**src/rtl/seven_seg_pkg.sv**
```systemverilog
// Shared constants, slot-state type and helpers for the multiplexed 7-segment scan controller.
package seven_seg_pkg;

  localparam int unsigned BCD_W      = 4;
  localparam logic [3:0]  BCD_BLANK  = 4'hF;
  localparam int unsigned MAX_DIGITS = 8;

  typedef enum logic {
    SLOT_BLANK,
    SLOT_ON
  } slot_state_e;

  // Callers size-cast the result down to their own digit count.
  function automatic logic [MAX_DIGITS-1:0] digit_onehot(input int unsigned index);
    return MAX_DIGITS'(1) << index;
  endfunction

endpackage

```
**src/rtl/seven_seg_scan_timer.sv**
```systemverilog
// Per-slot cycle counter: flags the last cycle of a slot and the anti-ghosting blank window.
module scan_timer #(
  parameter int unsigned REFRESH_DIV  = 50000,
  parameter int unsigned BLANK_CYCLES = 16
) (
  input  logic clk,
  input  logic rst_n,
  output logic slot_wrap,
  output logic in_blank
);

  localparam int unsigned CNT_W = $clog2(REFRESH_DIV);

  logic [CNT_W-1:0] cnt;

  assign slot_wrap = (cnt == CNT_W'(REFRESH_DIV - 1));
  assign in_blank  = (cnt < CNT_W'(BLANK_CYCLES));

  always_ff @(posedge clk or negedge rst_n) begin
    if (!rst_n) begin
      cnt <= '0;
    end else if (slot_wrap) begin
      cnt <= '0;
    end else begin
      cnt <= cnt + 1'b1;
    end
  end

endmodule

```
**src/rtl/seven_seg_scan_ctrl.sv**
```systemverilog
// Time-multiplexed scan controller: rotates BCD digits onto one shared decoder with
// per-slot blanking, frame-synchronous data updates and optional leading-zero suppression.
module seven_seg_scan_ctrl
  import seven_seg_pkg::*;
#(
  parameter int unsigned NUM_DIGITS   = 4,
  parameter int unsigned REFRESH_DIV  = 50000,
  parameter int unsigned BLANK_CYCLES = 16
) (
  input  logic                      clk,
  input  logic                      rst_n,
  input  logic [4*NUM_DIGITS-1:0]   digits_in,
  input  logic [NUM_DIGITS-1:0]     dp_in,
  input  logic                      load,
  input  logic                      blank_leading,
  output logic [BCD_W-1:0]          bcd_out,
  output logic [NUM_DIGITS-1:0]     digit_en_out,
  output logic                      dp_out,
  output logic                      frame_done
);

  localparam int unsigned IDX_W = $clog2(NUM_DIGITS);

  logic                              slot_wrap;
  logic                              in_blank;
  logic                              frame_end;
  logic [IDX_W-1:0]                  idx;
  logic [NUM_DIGITS-1:0][BCD_W-1:0]  pending_digits;
  logic [NUM_DIGITS-1:0][BCD_W-1:0]  active_digits;
  logic [NUM_DIGITS-1:0]             pending_dp;
  logic [NUM_DIGITS-1:0]             active_dp;
  logic [NUM_DIGITS-1:1]             zero_from;
  logic [NUM_DIGITS-1:0]             suppress;
  slot_state_e                       slot_state;
  logic [BCD_W-1:0]                  bcd_nxt;
  logic [NUM_DIGITS-1:0]             en_nxt;
  logic                              dp_nxt;

  scan_timer #(
    .REFRESH_DIV  (REFRESH_DIV),
    .BLANK_CYCLES (BLANK_CYCLES)
  ) u_timer (
    .clk       (clk),
    .rst_n     (rst_n),
    .slot_wrap (slot_wrap),
    .in_blank  (in_blank)
  );

  assign frame_end = slot_wrap && (idx == IDX_W'(NUM_DIGITS - 1));

  always_ff @(posedge clk or negedge rst_n) begin
    if (!rst_n) begin
      idx <= '0;
    end else if (slot_wrap) begin
      idx <= (idx == IDX_W'(NUM_DIGITS - 1)) ? '0 : idx + 1'b1;
    end
  end

  // A load landing on the frame boundary bypasses pending so it is shown next frame.
  always_ff @(posedge clk or negedge rst_n) begin
    if (!rst_n) begin
      pending_digits <= '0;
      pending_dp     <= '0;
      active_digits  <= '0;
      active_dp      <= '0;
    end else begin
      if (load) begin
        pending_digits <= digits_in;
        pending_dp     <= dp_in;
      end
      if (frame_end) begin
        active_digits <= load ? digits_in : pending_digits;
        active_dp     <= load ? dp_in     : pending_dp;
      end
    end
  end

  // zero_from[k]: active digits k..NUM_DIGITS-1 are all zero.
  assign zero_from[NUM_DIGITS-1] = (active_digits[NUM_DIGITS-1] == '0);
  for (genvar k = 1; k < NUM_DIGITS - 1; k++) begin : g_zero
    assign zero_from[k] = (active_digits[k] == '0) && zero_from[k+1];
  end
  assign suppress = blank_leading ? {zero_from, 1'b0} : '0;

  always_comb begin
    slot_state = in_blank ? SLOT_BLANK : SLOT_ON;
    bcd_nxt    = suppress[idx] ? BCD_BLANK : active_digits[idx];
    dp_nxt     = active_dp[idx];
    en_nxt     = '0;
    if (slot_state == SLOT_ON) begin
      en_nxt = NUM_DIGITS'(digit_onehot(32'(idx)));
    end
  end

  always_ff @(posedge clk or negedge rst_n) begin
    if (!rst_n) begin
      bcd_out      <= '0;
      digit_en_out <= '0;
      dp_out       <= 1'b0;
      frame_done   <= 1'b0;
    end else begin
      bcd_out      <= bcd_nxt;
      digit_en_out <= en_nxt;
      dp_out       <= dp_nxt;
      frame_done   <= frame_end;
    end
  end

endmodule
```
**config.mk**
```make
export PLATFORM = sky130hd
export DESIGN_NAME = seven_seg_scan_ctrl
export DESIGN_NICKNAME = d
export VERILOG_FILES = /design/src/rtl/seven_seg_pkg.sv /design/src/rtl/seven_seg_scan_timer.sv /design/src/rtl/seven_seg_scan_ctrl.sv
export SDC_FILE = /design/constraint.sdc
export NUM_CORES = 1
export LEC_CHECK = 0
export ABC_AREA = 0
export CELL_PAD_IN_SITES_DETAIL_PLACEMENT = 0
export CELL_PAD_IN_SITES_GLOBAL_PLACEMENT = 1
export CORE_ASPECT_RATIO = 1.1
export CORE_UTILIZATION = 46
export DETAILED_ROUTE_END_ITERATION = 16
export MAX_ROUTING_LAYER = met4
export PLACE_DENSITY = 0.81
export SLEW_MARGIN = 20
export SYNTH_ARGS = -nofsm -noshare
export SYNTH_HDL_FRONTEND = slang
export SYNTH_SLANG_ARGS = --single-unit
```
**constraint.sdc**
```tcl
create_clock -name clk -period 2.06 [get_ports clk]
set_input_delay 0.309 -clock clk [delete_from_list [all_inputs] [get_ports clk]]
set_output_delay 0.309 -clock clk [all_outputs]
set_load 0.01 [all_outputs]
```
-- After elaboration in Yosys (flattened, before gate mapping)
Cells that the tools add are included.
- register bits: 68
- output and inout bits: 10
- add/subtract/negate cells: 2
- magnitude comparators: 2
- equal/unequal tests: 2
- shift-type cells: 1
- muxes and demuxes: 13
- reductions and logical operators: 6
- operators with widths (operator ; count):
    $mux 16 ; 2
    $mux 4 ; 5
    $add 16x1->16 const B ; 1
    $eq 16x16->1 const B ; 1
    $lt 16x5->1 const B ; 1
    $logic_not 4->1 ; 3
    $bmux 4 s2 ; 1
    $bmux 1 s2 ; 2
    $shl 1x2->4 const A ; 1
    $logic_and 1x1->1 ; 3
    $lt 2x3->1 const B ; 1
    $add 2x1->2 const B ; 1
    $eq 2x2->1 const B ; 1
    $mux 1 ; 2
    $mux 2 ; 1

-- Depth between registers and ports, before layout
Gate-level depths: netlist of run 1.
- depth after elaboration: 7
- mapped depth: 6
- mapped depth without buffers: 5

-- Hierarchy
A second synthesis of run 1 with hierarchy kept.
- cells, all modules: 201
- area, all modules: 2944.1 µm²
- by module, submodules not included (module ; times used ; cells each ; area an instance (µm²) ; seq. area each (µm²)):
    seven_seg_scan_ctrl ; 1 ; 129 ; 2175.8 ; 1301.2
    scan_timer ; 1 ; 72 ; 768.2 ; 400.4

-- Least setup slack after synthesis of run 1
OpenSTA, ideal clock, no wires.
- kind: reg-to-reg
- start point: register u_timer.cnt[13]
- end point: register active_digits[0] in the netlist's numbering
- arrival time: 1773 ps
- slack: 162 ps
- stages on the path, launching flop included: 6
- buffers on the path: 1
- clock period less this slack: 1898 ps
- cell sequence: dfrtp_1 -> or4_4 -> nor4_4 -> nand3_2 -> buf_6 -> mux2_4
- word-level cells in the longest chain between the ends: 2
- RTL lines (item ; line ; text):
    start: declaration ; seven_seg_scan_timer.sv:14 ; logic [CNT_W-1:0] cnt;
    start signal: assignment ; seven_seg_scan_timer.sv:25 ; cnt <= cnt + 1'b1;
    $eq 16x16->1 ; seven_seg_scan_timer.sv:16 ; assign slot_wrap = (cnt == CNT_W'(REFRESH_DIV - 1));
    $logic_and 1x1->1 ; seven_seg_scan_ctrl.sv:49 ; assign frame_end = slot_wrap && (idx == IDX_W'(NUM_DIGITS - 1));
    end signal: assignment ; seven_seg_scan_ctrl.sv:72 ; active_digits <= load ? digits_in : pending_digits;
    end: declaration ; seven_seg_scan_ctrl.sv:29 ; logic [NUM_DIGITS-1:0][BCD_W-1:0] active_digits;
No other way between the ends.
A chain may end at the register's enable or synchronous reset.

-- Final worst setup path of run 1
- start point: register u_timer.cnt[13]
- end point: register active_digits[15] in the netlist's numbering
Same word-level chain as after synthesis.

==> out/qor.csv, run 1 <==
stage;metric;value;unit
clock_network;CTS tree;built;
global_route;largest net degree at the start of global routing;22;
die;initial core utilization;0.4754;
finish;Area Overhead vs Synth;23.94;%
die;Core Rows;30;
sta;Worst Clk Skew;0.006238;ns
logic_synthesis;Syn Nets;234;
pwr;power per cell area;746.7;nW/um^2
logic_synthesis;post-synthesis cell type count;27;
logic_synthesis;complex-gate fraction of the synthesized area;0.006841;
pwr;total power;2.708;mW
finish;layout net count;281;
finish;Layout Utilization;0.5892;
sta;Setup TNS;0;ns
logic_synthesis;most instantiated cells after synthesis;68 x dfrtp_1, 20 x mux2_2, 20 x mux2_4;
sta;number of setup violations in the final report;0;
sta;Final Hold Viols;0;
worst_setup_path;CP delay by family, top;simple AND/OR/NAND/NOR gates;
logic_synthesis;Top FF cell, synth;dfrtp_1;
finish;ANT cells;0;
global_route;vias in the first global route;1825;
sta;min Tclk post-route;1.913;ns
logic_synthesis;Post-synth EDFFs;0;
sta;measured slew at the worst slew-check pin;0.4211;ns
finish;layout cells sized above 1;0.3074;
die;Die H;85.66;um
pwr;VDD IR max;399.7;uV
clock_network;PostCTS Resize Cnt;0;
logic_synthesis;XOR/XNOR Fraction of Synth Area;0.04190;
logic_synthesis;Synth Cell Area;2927;um^2
worst_setup_path;CP required;2.27;ns
clock_network;number of setup buffers added after CTS;0;
finish;Sequential Area;1702;um^2
logic_synthesis;cells after synthesis;205;
routing;# DRC;0;
outcome;status;completed;
routing;DR vias;1706;
routing;violation count after the first detailed-routing iteration;53;
run;Max Cap Viol;0;
sta;Final period util;0.9285;
worst_setup_path;Setup crit end kind;register;
clock_network;TritonCTS Sinks;68;
routing;WL/cell;14.53;um
logic_synthesis;share of the synthesized area in the top cell type;0.5814;
placement;GP Congestion;0.7710;
logic_synthesis;synth warn;0;
worst_setup_path;Worst EP arrival;2.13;ns
logic_synthesis;main area contributors after synthesis;dfrtp_1 58%, mux2_4 10%, mux2_2 7.7%, mux4_2 3.8%, xnor2_1 2.4%;
die;core area;6156;um^2
clock_network;clk_lat worst skew;0.33;ns
worst_hold_path;HP Class;in2async;
logic_synthesis;sequential share of the synthesized area;0.5814;
die;Die W;78.05;um
sta;max_slew headroom;0.7193;
sta;RSZ-0062 raised after global routing;false;
routing;total iterations of the first detailed-routing run;4;
clock_network;H-tree depth;3;
global_route;first-pass GRT wire length;8769;um
pwr;LEAKAGE;1.657;nW
worst_setup_path;crit-path max FO;20;
sta;Slew Viols, Final;0;
logic_synthesis;Post-Syn Area per Cell;14.28;um^2
logic_synthesis;largest family of logic cells by synthesized area;multiplexers;
logic_synthesis;Synth area leader;dfrtp_1;
sta;achievable frequency;522.8;MHz
worst_setup_path;CP Cell Sequence;or4_4 -> nor4_4 -> nand3_2 -> buf_12 -> mux2_4;
logic_synthesis;Synth Register Bits;68;
clock_network;root buf cell;clkbuf_8;
logic_synthesis;Adder-Cell Fraction of Synth Area;0.02138;
logic_synthesis;post-synthesis mux area share;0.2180;
placement;I/O Buffers;33;
logic_synthesis;cell with the most instances after synthesis;dfrtp_1;
placement;post-DP HPWL;3495;um
clock_network;clock slew at reported path FFs;0.07;ns
clock_network;Max clock buf depth;2;
worst_setup_path;cell at the slowest stage of the critical path;or4_4;
sta;Hold Slack;0.4444;ns
global_route;antenna violations before repair;0;
die;Die Area;6685;um^2
finish;footprint of the multi-input gates;1164;um^2
global_route;total track usage;0.1824;
finish;Fill cells;500;
worst_setup_path;Crit path largest cell delay;0.56;ns
routing;routed wire length;4897;um
logic_synthesis;async set or reset register ratio after synthesis;1.000;
global_route;total congestion overflow;0;
clock_network;hold_buf cts;1;
clock_network;cts bufs inserted;9;
worst_setup_path;Crit Path Class;reg2reg;
routing;Antenna Nets Post-Route;0;
worst_setup_path;worst path bufs/invs;1;
worst_setup_path;nature of the critical path startpoint;register;
die;IO Count;34;
logic_synthesis;Synth Area in Simple Gates;0.1094;
routing;vias per cell;5.062;
==> power by group <==
group / internal, mW / leakage [nW] / switching, mW
Sequential: 1.40 / 0.858 / 0.0253
Clock: 0.621 / 0.102 / 0.459
Combinational: 0.129 / 0.697 / 0.0751
Total: 2.15 / 1.66 / 0.559
==> area by class of cell <==
class,instances,share of cell area
Tap cell,80,0.02760
Multi-Input combinational cell,125,0.3208
Sequential cell,68,0.4691
Clock inverter,4,0.01311
Timing Repair Buffer,43,0.1214
Clock buffer,12,0.04277
Inverter,5,0.005174
==> kinds of logic after synthesis <==
group | count (synthesis)
simple gates | 57
compound gates | 4
xor+xnor | 14
mux | 45
fa+ha+maj | 5
buf+inv | 12
flops | 68
==> registers in the layout, indices dropped and copies added (netlist names) <==
register        count
dp_out              1
pending_dp          4
u_timer.cnt        16
pending_digits     16
bcd_out             4
active_dp           4
digit_en_out        4
idx                 2
frame_done          1
active_digits      16
==> worst paths after layout <==
kind / startpoint / end / slack, ns / depth (start not counted)
worst min-delay path: rst_n / u_timer.cnt[6]$_DFF_PN0_ / 0.44 / 2
worst max-delay path: u_timer.cnt[13]$_DFF_PN0_ / active_digits[15]$_DFFE_PN0P_ / 0.15 / 5
worst max register to register: u_timer.cnt[13]$_DFF_PN0_ / active_digits[15]$_DFFE_PN0P_ / 0.15 / 5
worst min register to register: u_timer.cnt[0]$_DFF_PN0_ / u_timer.cnt[0]$_DFF_PN0_ / 0.48 / 1
max in group asynchronous: rst_n / pending_digits[1]$_DFF_PN0_ / 1.07 / 3
min in group clk: u_timer.cnt[0]$_DFF_PN0_ / u_timer.cnt[0]$_DFF_PN0_ / 0.48 / 1
==> metal layers <==
metal,wire length [um],vias up,track usage
li1,-,814,-
met3,199,5,0.05319
met1,2279,856,0.2239
met2,2348,31,0.2759
met5,0,-,-
met4,70,0,0.09091
==> through the flow <==
step	cells	instance area, um^2	worst slack, ns
after CTS	337	3627	0.1434
after floorplan	205	2927	0.1619
after global routing	337	3627	0.06043
after detailed placement	320	3415	0.1588
final	337	3627	0.1474
after global placement	320	3415	0.2039
==> layout by cell type (no fill, tap or decap), drive strengths merged <==
| cell type | count |
|---|---|
| inv | 5 |
| nand4 | 3 |
| nor2 | 13 |
| mux2 | 40 |
| nand3 | 10 |
| nor2b | 1 |
| clkdlybuf4s50 | 32 |
| ha | 5 |
| and3 | 1 |
| xnor2 | 8 |
| o21ai | 3 |
| clkinv | 2 |
| bufinv | 1 |
| nor3 | 5 |
| clkbuf | 12 |
| and2 | 5 |
| dfrtp | 68 |
| a21oi | 1 |
| clkinvlp | 1 |
| or4 | 1 |
| xor2 | 6 |
| dlygate4sd3 | 1 |
| or2 | 4 |
| nand2 | 5 |
| buf | 10 |
| nor4 | 9 |
| mux4 | 5 |
Power figures use the tool's default switching activity.
==> run 2, diff against run 1 <==
--- a/config.mk
+++ b/config.mk
@@ -12,7 +12,8 @@
 export CORE_UTILIZATION = 46
 export DETAILED_ROUTE_END_ITERATION = 16
 export MAX_ROUTING_LAYER = met4
-export PLACE_DENSITY = 0.81
+export PLACE_DENSITY = 0.83
+export REMOVE_ABC_BUFFERS = 1
 export SLEW_MARGIN = 20
 export SYNTH_ARGS = -nofsm -noshare
 export SYNTH_HDL_FRONTEND = slang
==> run 2 against run 1 <==
Compared with the run above:
- worst hold slack worse by 0.12 ns
- clock power up 8%
- worst setup slack better by 0.012 ns
- flip-flop and latch count unchanged
- total power up 3.4%
- wire length up 0.29%
- non-clock buffer count unchanged
- core utilization up 0.41 points
- register-to-register slack about the same
- sequential share of layout area down 0.32 points
- clock skew down 0.0016 ns
- clock-buffer cell count down 3
- largest cell class unchanged
==> out/qor.csv, run 2 (same netlist as run 1, synthesis figures left out) <==
stage;metric;value;unit
worst_setup_path;Crit Path Class;reg2reg;
finish;layout cells sized above 1;0.3113;
finish;footprint of the multi-input gates;1164;um^2
finish;largest registers;active_digits (16), pending_digits (16), u_timer.cnt (16);
finish;ANT cells;0;
sta;Worst Clk Skew;0.004611;ns
die;Die W;78.05;um
sta;Final period util;0.9227;
placement;I/O Buffers;33;
worst_setup_path;Worst EP arrival;2.13;ns
sta;measured slew at the worst slew-check pin;0.3769;ns
die;Core Rows;30;
global_route;total congestion overflow;0;
worst_setup_path;CP required;2.29;ns
pwr;total power;2.799;mW
routing;vias per cell;5.113;
worst_setup_path;crit-path max FO;20;
clock_network;CTS tree;built;
routing;WL/cell;14.57;um
sta;Hold Slack;0.3292;ns
clock_network;cts bufs inserted;9;
global_route;antenna violations before repair;0;
sta;RSZ-0062 raised after global routing;false;
clock_network;H-tree depth;3;
worst_setup_path;nature of the critical path startpoint;register;
finish;Layout Utilization;0.5933;
pwr;power per cell area;766.4;nW/um^2
routing;routed wire length;4911;um
global_route;total track usage;0.1742;
finish;Sequential Area;1702;um^2
worst_setup_path;Reg2Reg Depth;5;
die;core area;6156;um^2
global_route;vias in the first global route;1727;
worst_setup_path;flop2flop setup slack;0.16;ns
global_route;first-pass GRT wire length;8411;um
placement;post-DP HPWL;3452;um
sta;min Tclk post-route;1.901;ns
worst_setup_path;reg2reg end;active_digits[10]$_DFFE_PN0P_;
clock_network;root buf cell;clkbuf_8;
die;IO Count;34;
worst_setup_path;CP Cell Sequence;or4_4 -> nor4_4 -> nand3_2 -> buf_12 -> mux2_4;
clock_network;clock slew at reported path FFs;0.07;ns
die;initial core utilization;0.4754;
worst_setup_path;Crit path largest cell delay;0.55;ns
sta;achievable frequency;526.1;MHz
sta;Final Hold Viols;0;
finish;most frequent cells in the layout;68 x dfrtp_1, 32 x clkdlybuf4s50_1, 20 x mux2_2, 20 x mux2_4, 13 x nor2_1;
worst_setup_path;Critical R2R Launch;u_timer.cnt[13]$_DFF_PN0_;
die;Die Area;6685;um^2
outcome;status;completed;
finish;Fill cells;479;
routing;DR vias;1723;
pwr;VDD IR max;438.7;uV
sta;max_slew headroom;0.7464;
worst_hold_path;HP Class;in2async;
finish;commonest non-fill, non-tap cell in the layout;dfrtp_1;
routing;Antenna Nets Post-Route;0;
global_route;largest net degree at the start of global routing;42;
clock_network;number of setup buffers added after CTS;0;
placement;GP Congestion;0.8375;
routing;total iterations of the first detailed-routing run;4;
sta;Setup TNS;0;ns
routing;violation count after the first detailed-routing iteration;81;
die;Die H;85.66;um
sta;number of setup violations in the final report;0;
finish;layout net count;281;
pwr;LEAKAGE;1.669;nW
worst_setup_path;cell at the slowest stage of the critical path;or4_4;
routing;# DRC;0;
worst_setup_path;Setup crit end kind;register;
finish;Area Overhead vs Synth;24.80;%
run;Max Cap Viol;0;
sta;Slew Viols, Final;0;
clock_network;clk_lat worst skew;0.34;ns
clock_network;Max clock buf depth;2;
clock_network;TritonCTS Sinks;68;
## run 2: cell types whose count changed in the layout (fill, tap and decap cells not counted)
| cell | change |
|---|---|
| bufinv_16 | +1 |
| clkinv_4 | +1 |
| clkbuf_8 | -2 |
| clkbuf_1 | -1 |
| clkinv_2 | +1 |
| buf_12 | +1 |
| buf_4 | -1 |
## run 2: area by class of cell
class | count | share of cell area
flip-flops and latches | 68 | 0.4659
multi-input cells | 125 | 0.3186
repair buffers | 43 | 0.1240
clock buffers | 9 | 0.03392
well taps | 80 | 0.02741
clock inverters | 7 | 0.02501
inverters | 5 | 0.005139
## run 2: worst max path at each step
stage / cells past startpoint / to / slack (ns) / startpoint
finish: 5 / active_digits[10]$_DFFE_PN0P_ / 0.16 / u_timer.cnt[13]$_DFF_PN0_
global route: 5 / active_digits[10]$_DFFE_PN0P_ / 0.09 / u_timer.cnt[13]$_DFF_PN0_
CTS: 5 / active_digits[9]$_DFFE_PN0P_ / 0.15 / u_timer.cnt[13]$_DFF_PN0_
detailed placement: 5 / active_digits[9]$_DFFE_PN0P_ / 0.16 / u_timer.cnt[13]$_DFF_PN0_
global placement: 5 / active_digits[10]$_DFFE_PN0P_ / 0.21 / u_timer.cnt[13]$_DFF_PN0_
floorplan: 4 / active_digits[0]$_DFFE_PN0P_ / -0.22 / u_timer.cnt[13]$_DFF_PN0_
## run 2: through the flow
step / setup slack (ns) / std cells / instance area [um^2]
6_report: 0.1593 / 337 / 3652
5_1_grt: 0.08670 / 337 / 3652
4_1_cts: 0.1485 / 337 / 3652
3_5_place_dp: 0.1633 / 320 / 3427
3_3_place_gp: 0.2061 / 320 / 3427
2_1_floorplan: -0.2247 / 198 / 2884
## run 2: what timing repair did
item	in CTS	in global routing
hold buffers	1	0
setup endpoints to repair	0	0
endpoints found under the hold margin	3	0
resized for setup	0	0
## run 2: report_power, final
part,internal (mW),switching (mW)
sequential,1.40,0.0254
clock,0.676,0.493
combinational,0.131,0.0764
## run 2: metal layers
metal,up-vias,global-route usage,part of all wire
met1,857,0.2136,0.44
li1,815,-,-
met5,-,-,0
met4,0,0.07912,0.022
met2,39,0.2656,0.49
met3,12,0.05319,0.047
## run 2: worst max-delay path: cells and delay by family (launching register included)
family                 cells  cell delay, ns
DFF                        1            0.41
muxes                      1            0.31
buffers and inverters      1            0.19
and+or+nand+nor            3            0.87
==> run 3, diff against run 2 <==
--- a/config.mk
+++ b/config.mk
@@ -9,10 +9,10 @@
 export CELL_PAD_IN_SITES_DETAIL_PLACEMENT = 0
 export CELL_PAD_IN_SITES_GLOBAL_PLACEMENT = 1
 export CORE_ASPECT_RATIO = 1.1
-export CORE_UTILIZATION = 46
+export CORE_UTILIZATION = 44
 export DETAILED_ROUTE_END_ITERATION = 16
 export MAX_ROUTING_LAYER = met4
-export PLACE_DENSITY = 0.83
+export PLACE_DENSITY = 0.8
 export REMOVE_ABC_BUFFERS = 1
 export SLEW_MARGIN = 20
 export SYNTH_ARGS = -nofsm -noshare
==> run 3 against run 2 <==
Compared with the run above:
- wire length decreased by 1.9%
- clock skew grew 0.0017 ns
- via count fell by 2.4%
- die area increased by 4.4%
- register-to-register slack is essentially flat
- sequential power is essentially flat
- clock-buffer cell count rose by 1
- cell area is 1.4% lower
- clock power down 9%
- worst hold slack improved by 0.16 ns
- critical endpoint is now active_digits[14]$_DFFE_PN0P_
- largest power group unchanged
==> out/qor.csv, run 3 (same netlist as run 1, synthesis figures left out) <==
stage;metric;value;unit
outcome;status;completed;
routing;WL/cell;14.39;um
die;core area;6306;um^2
die;IO Count;34;
die;Die Area;6982;um^2
pwr;LEAKAGE;1.641;nW
routing;routed wl met3;172;um
pwr;total power;2.682;mW
global_route;largest net degree at the start of global routing;69;
routing;vias per cell;5.018;
global_route;total congestion overflow;0;
worst_setup_path;Crit Path Class;reg2reg;
sta;min Tclk post-route;1.903;ns
sta;Worst Clk Skew;0.006355;ns
sta;Hold Slack;0.4886;ns
sta;measured slew at the worst slew-check pin;0.3997;ns
worst_hold_path;HP Class;reg2reg;
finish;ANT cells;0;
placement;Placed Area;3400;um^2
worst_setup_path;Setup crit end kind;register;
routing;met1 WL;2224;um
die;Die H;87.54;um
die;initial core utilization;0.4641;
global_route;first-pass GRT wire length;8086;um
sta;Slew Viols, Final;0;
worst_setup_path;CP required;2.28;ns
sta;number of setup violations in the final report;0;
clock_network;H-tree depth;3;
placement;GP Congestion;0.8401;
sta;Final Hold Viols;0;
worst_setup_path;crit-path max FO;20;
routing;Antenna Nets Post-Route;0;
sta;setup slack after layout;0.1574;ns
sta;Setup TNS;0;ns
finish;most frequent cells in the layout;68 x dfrtp_1, 32 x clkdlybuf4s50_1, 20 x mux2_2, 20 x mux2_4, 13 x nor2_1;
clock_network;PostCTS Resize Cnt;0;
clock_network;TritonCTS Sinks;68;
clock_network;clk_lat worst skew;0.34;ns
clock_network;clock slew at reported path FFs;0.07;ns
global_route;total track usage;0.1624;
routing;routed wire length;4819;um
routing;met2 wire length;2318;um
finish;largest registers;active_digits (16), pending_digits (16), u_timer.cnt (16);
worst_setup_path;cell at the slowest stage of the critical path;or4_4;
routing;Highest Signal Layer;met4;
finish;fin area;3602;um^2
clock_network;cts bufs inserted;9;
clock_network;root buf cell;clkbuf_8;
die;Die W;79.76;um
sta;RSZ-0062 raised after global routing;false;
sta;Final period util;0.9236;
global_route;antenna violations before repair;0;
placement;I/O Buffers;33;
routing;DR vias;1681;
routing;violation count after the first detailed-routing iteration;63;
worst_setup_path;CP Cell Sequence;or4_4 -> nor4_4 -> nand3_2 -> buf_12 -> mux2_4;
sta;achievable frequency;525.6;MHz
placement;Placed Cells;318;
run;Max Cap Viol;0;
die;Core Rows;30;
placement;pre-CTS WS;0.1698;ns
global_route;vias in the first global route;1651;
finish;commonest non-fill, non-tap cell in the layout;dfrtp_1;
sta;max_slew headroom;0.7335;
worst_setup_path;nature of the critical path startpoint;register;
routing;# DRC;0;
worst_setup_path;Crit path largest cell delay;0.56;ns
routing;total iterations of the first detailed-routing run;5;
finish;Cell Count, Final, Fillers Out;335;
pwr;power per cell area;744.6;nW/um^2
finish;layout cells sized above 1;0.3020;
clock_network;CTS tree;built;
finish;Layout Utilization;0.5712;
pwr;VDD IR max;459.9;uV
clock_network;Max clock buf depth;2;
finish;layout net count;279;
finish;Area Overhead vs Synth;23.09;%
worst_setup_path;Worst EP arrival;2.13;ns
placement;post-DP HPWL;3290;um
run 3: changes by cell type in the layout (fill, tap and decap cells not counted), sizes merged:
cell	change
buf	-2
bufinv	-1
clkbuf	+1
run 3: final cells by class:
cell class	count	area [um^2]
fillers	532	2704
flip-flops and latches	68	1702
multi-input cells	125	1164
repair buffers	41	425.4
clock buffers	10	127.6
well taps	80	100.1
clock inverters	6	65.06
inverters	5	18.77
run 3: where the power goes:
part           internal, mW  leakage [nW]  switching [mW]  total [mW]
Sequential             1.40         0.858          0.0251        1.42
Clock                 0.559        0.0962           0.500        1.06
Combinational         0.127         0.687          0.0740       0.201
Total                  2.08          1.64           0.599        2.68
run 3: routing by layer:
| metal | vias up | global-route usage |
|---|---|---|
| li1 | 806 | - |
| met1 | 833 | 0.2044 |
| met2 | 33 | 0.2416 |
| met3 | 9 | 0.05313 |
| met4 | 0 | 0.06818 |
| met5 | - | - |
run 3: path summary, 6_finish.rpt:
| path | startpoint | endpoint | slack, ns | cells after the start |
|---|---|---|---|---|
| worst max-delay path | u_timer.cnt[13]$_DFF_PN0_ | active_digits[14]$_DFFE_PN0P_ | 0.16 | 5 |
| worst min-delay path | u_timer.cnt[0]$_DFF_PN0_ | u_timer.cnt[0]$_DFF_PN0_ | 0.49 | 1 |
| worst max register to register | u_timer.cnt[13]$_DFF_PN0_ | active_digits[14]$_DFFE_PN0P_ | 0.16 | 5 |
| worst min register to register | u_timer.cnt[0]$_DFF_PN0_ | u_timer.cnt[0]$_DFF_PN0_ | 0.49 | 1 |
| max in group asynchronous | rst_n | u_timer.cnt[6]$_DFF_PN0_ | 1.26 | 3 |
| min in group asynchronous | rst_n | pending_digits[10]$_DFF_PN0_ | 0.51 | 3 |
run 3: timing repair:
action / CTS / global route
hold buffers: 1 / 0
setup endpoints to repair: 0 / 0
endpoints found under the hold margin: 67 / 0
setup buffers: 0 / 0
run 3: worst max-delay path, delay by kind of cell (launching register included):
family | cells | cell delay, ns
mux | 1 | 0.30
flops | 1 | 0.42
buf+inv | 1 | 0.19
simple gates | 3 | 0.87
==> edit, RTL diff (settings of run 1) <==
Put one more register stage on the output `frame_done`, with the module's reset. The value now appears one clock later. The other outputs are not delayed to match.
--- a/src/rtl/seven_seg_scan_ctrl.sv
+++ b/src/rtl/seven_seg_scan_ctrl.sv
@@ -20,6 +20,8 @@
 );
 
   localparam int unsigned IDX_W = $clog2(NUM_DIGITS);
+
+  logic frame_done_s0;
 
   logic                              slot_wrap;
   logic                              in_blank;
@@ -97,12 +99,20 @@
       bcd_out      <= '0;
       digit_en_out <= '0;
       dp_out       <= 1'b0;
-      frame_done   <= 1'b0;
+      frame_done_s0 <= 1'b0;
     end else begin
       bcd_out      <= bcd_nxt;
       digit_en_out <= en_nxt;
       dp_out       <= dp_nxt;
-      frame_done   <= frame_end;
+      frame_done_s0 <= frame_end;
+    end
+  end
+
+  always_ff @(posedge clk or negedge rst_n) begin
+    if (!rst_n) begin
+      frame_done <= '0;
+    end else begin
+      frame_done <= frame_done_s0;
     end
   end
 
Function: no difference found for any inputs over 10 cycles, from zero or initial values and one cycle with rst_n low; that may be too few to reach the edited logic, so the function may still have changed.
==> edit against run 1 <==
Total power increased by 11%; sequential cell count grew 1; area after synthesis grew 0.86%; final area is 1.5% higher; setup slack gained 1.8 ps; global-route usage decreased by 0.96 points; fmax about the same; routed wire length increased by 0.39%; largest power group unchanged; highest routed layer unchanged.
==> edit: results (changes against run 1) <==
grt:
  antenna_found_initial: 0  # unchanged
  grt_max_degree: 70  # was 22
  first_global_vias: 1683  # was 1825
  grt_pass1_wl_um: 8380  # was 8770 um
  grtUsageTotal_pct: 17.3  # was 18.2%
outcome:
  outcome: "finished clean"  # unchanged
layout:
  clock_area_share_pct: 7.00  # was 5.59%
  n_all_buffers: 40  # was 43
  layoutNonFillerInstCount: 335  # was 337
  area_share_nonclk_buffers_pct: 11.3  # was 12.1%
  final_layout_size_suffix_gt1_share_pct: 30.6  # was 30.7%
  fillers: 481  # was 500
  seq_share_pct: 46.9  # about the same
  stdcell_area_um2: 3680  # was 3630 um^2
  nNetsFinal: 279  # was 281
placement:
  dp_hpwl_um: 3380  # was 3500 um
  dpl-instance-area_um2: 3420  # was 3410 um^2
  dp.cells: 319  # was 320
  finalWeightedCongestion: 0.795  # was 0.771
  dp_slack_ps: 171  # was 159 ps
power_and_ir_drop:
  swShare_pct: 19.7  # was 20.7%
  p_leak_nw: 1.68  # was 1.66 nW
  power.share.sequential_pct: 48.0  # was 52.6%
  p_comb_share_pct: 6.7  # was 7.5%
route:
  wl_per_cell_um: 14.7  # was 14.5 um
  initialDrtViolationCount: 84  # was 53
sta:
  max_slew.worst_pin.slew_ps: 413  # was 421 ps
  skew_ps: 11.9  # was 6.24 ps
yosys:
  yosys-top-cells-count: "dfrtp_1, mux2_2, mux2_4"  # unchanged
  netlist_top_cells_area: "dfrtp_1, mux2_4, mux2_2"  # unchanged
  synth-seq-cells: 69  # was 68
  netlist_instances: 206  # was 205
  synth-seq-area-share_pct: 58.5  # was 58.1%
clocking:
  root_buffer: "clkbuf_8"  # unchanged
die:
  die_w_um: 78.4  # was 78.1 um
[edit: logic make-up after synthesis]
group                      share of synthesized area [%]
xor gates and xnor gates                            4.15
AOI/OAI and AO/OA                                  0.678
buffers and inverters                               2.08
adders and majority gates                           2.12
and+or+nand+nor                                     10.9
DFF                                                 58.5
muxes                                               21.6
[edit: path summary, 6_finish.rpt]
kind	endpoint	from	slack, ps	cells past startpoint
worst min-delay path	idx[1]	rst_n	5	2
worst max register to register	active_digits[0]	u_timer.cnt[13]	150	5
min in group clk	frame_done	frame_done_s0	360	0
worst max-delay path	active_digits[0]	u_timer.cnt[13]	150	5
max in group asynchronous	active_digits[15]	rst_n	1780	2
worst min register to register	frame_done	frame_done_s0	360	0
[edit: per-layer routing]
layer	global-route usage (%)	wire length, um
met5	-	0
met4	9.26	100
met3	3.62	162
met2	23.8	2270
met1	24.0	2390
[edit: worst max-delay path: cells and delay by family (launching register included)]
family                 cells  cell delay (ps)
multiplexers               1              310
buffers and inverters      1              190
flip-flops                 1              420
AND/OR/NAND/NOR            3              880
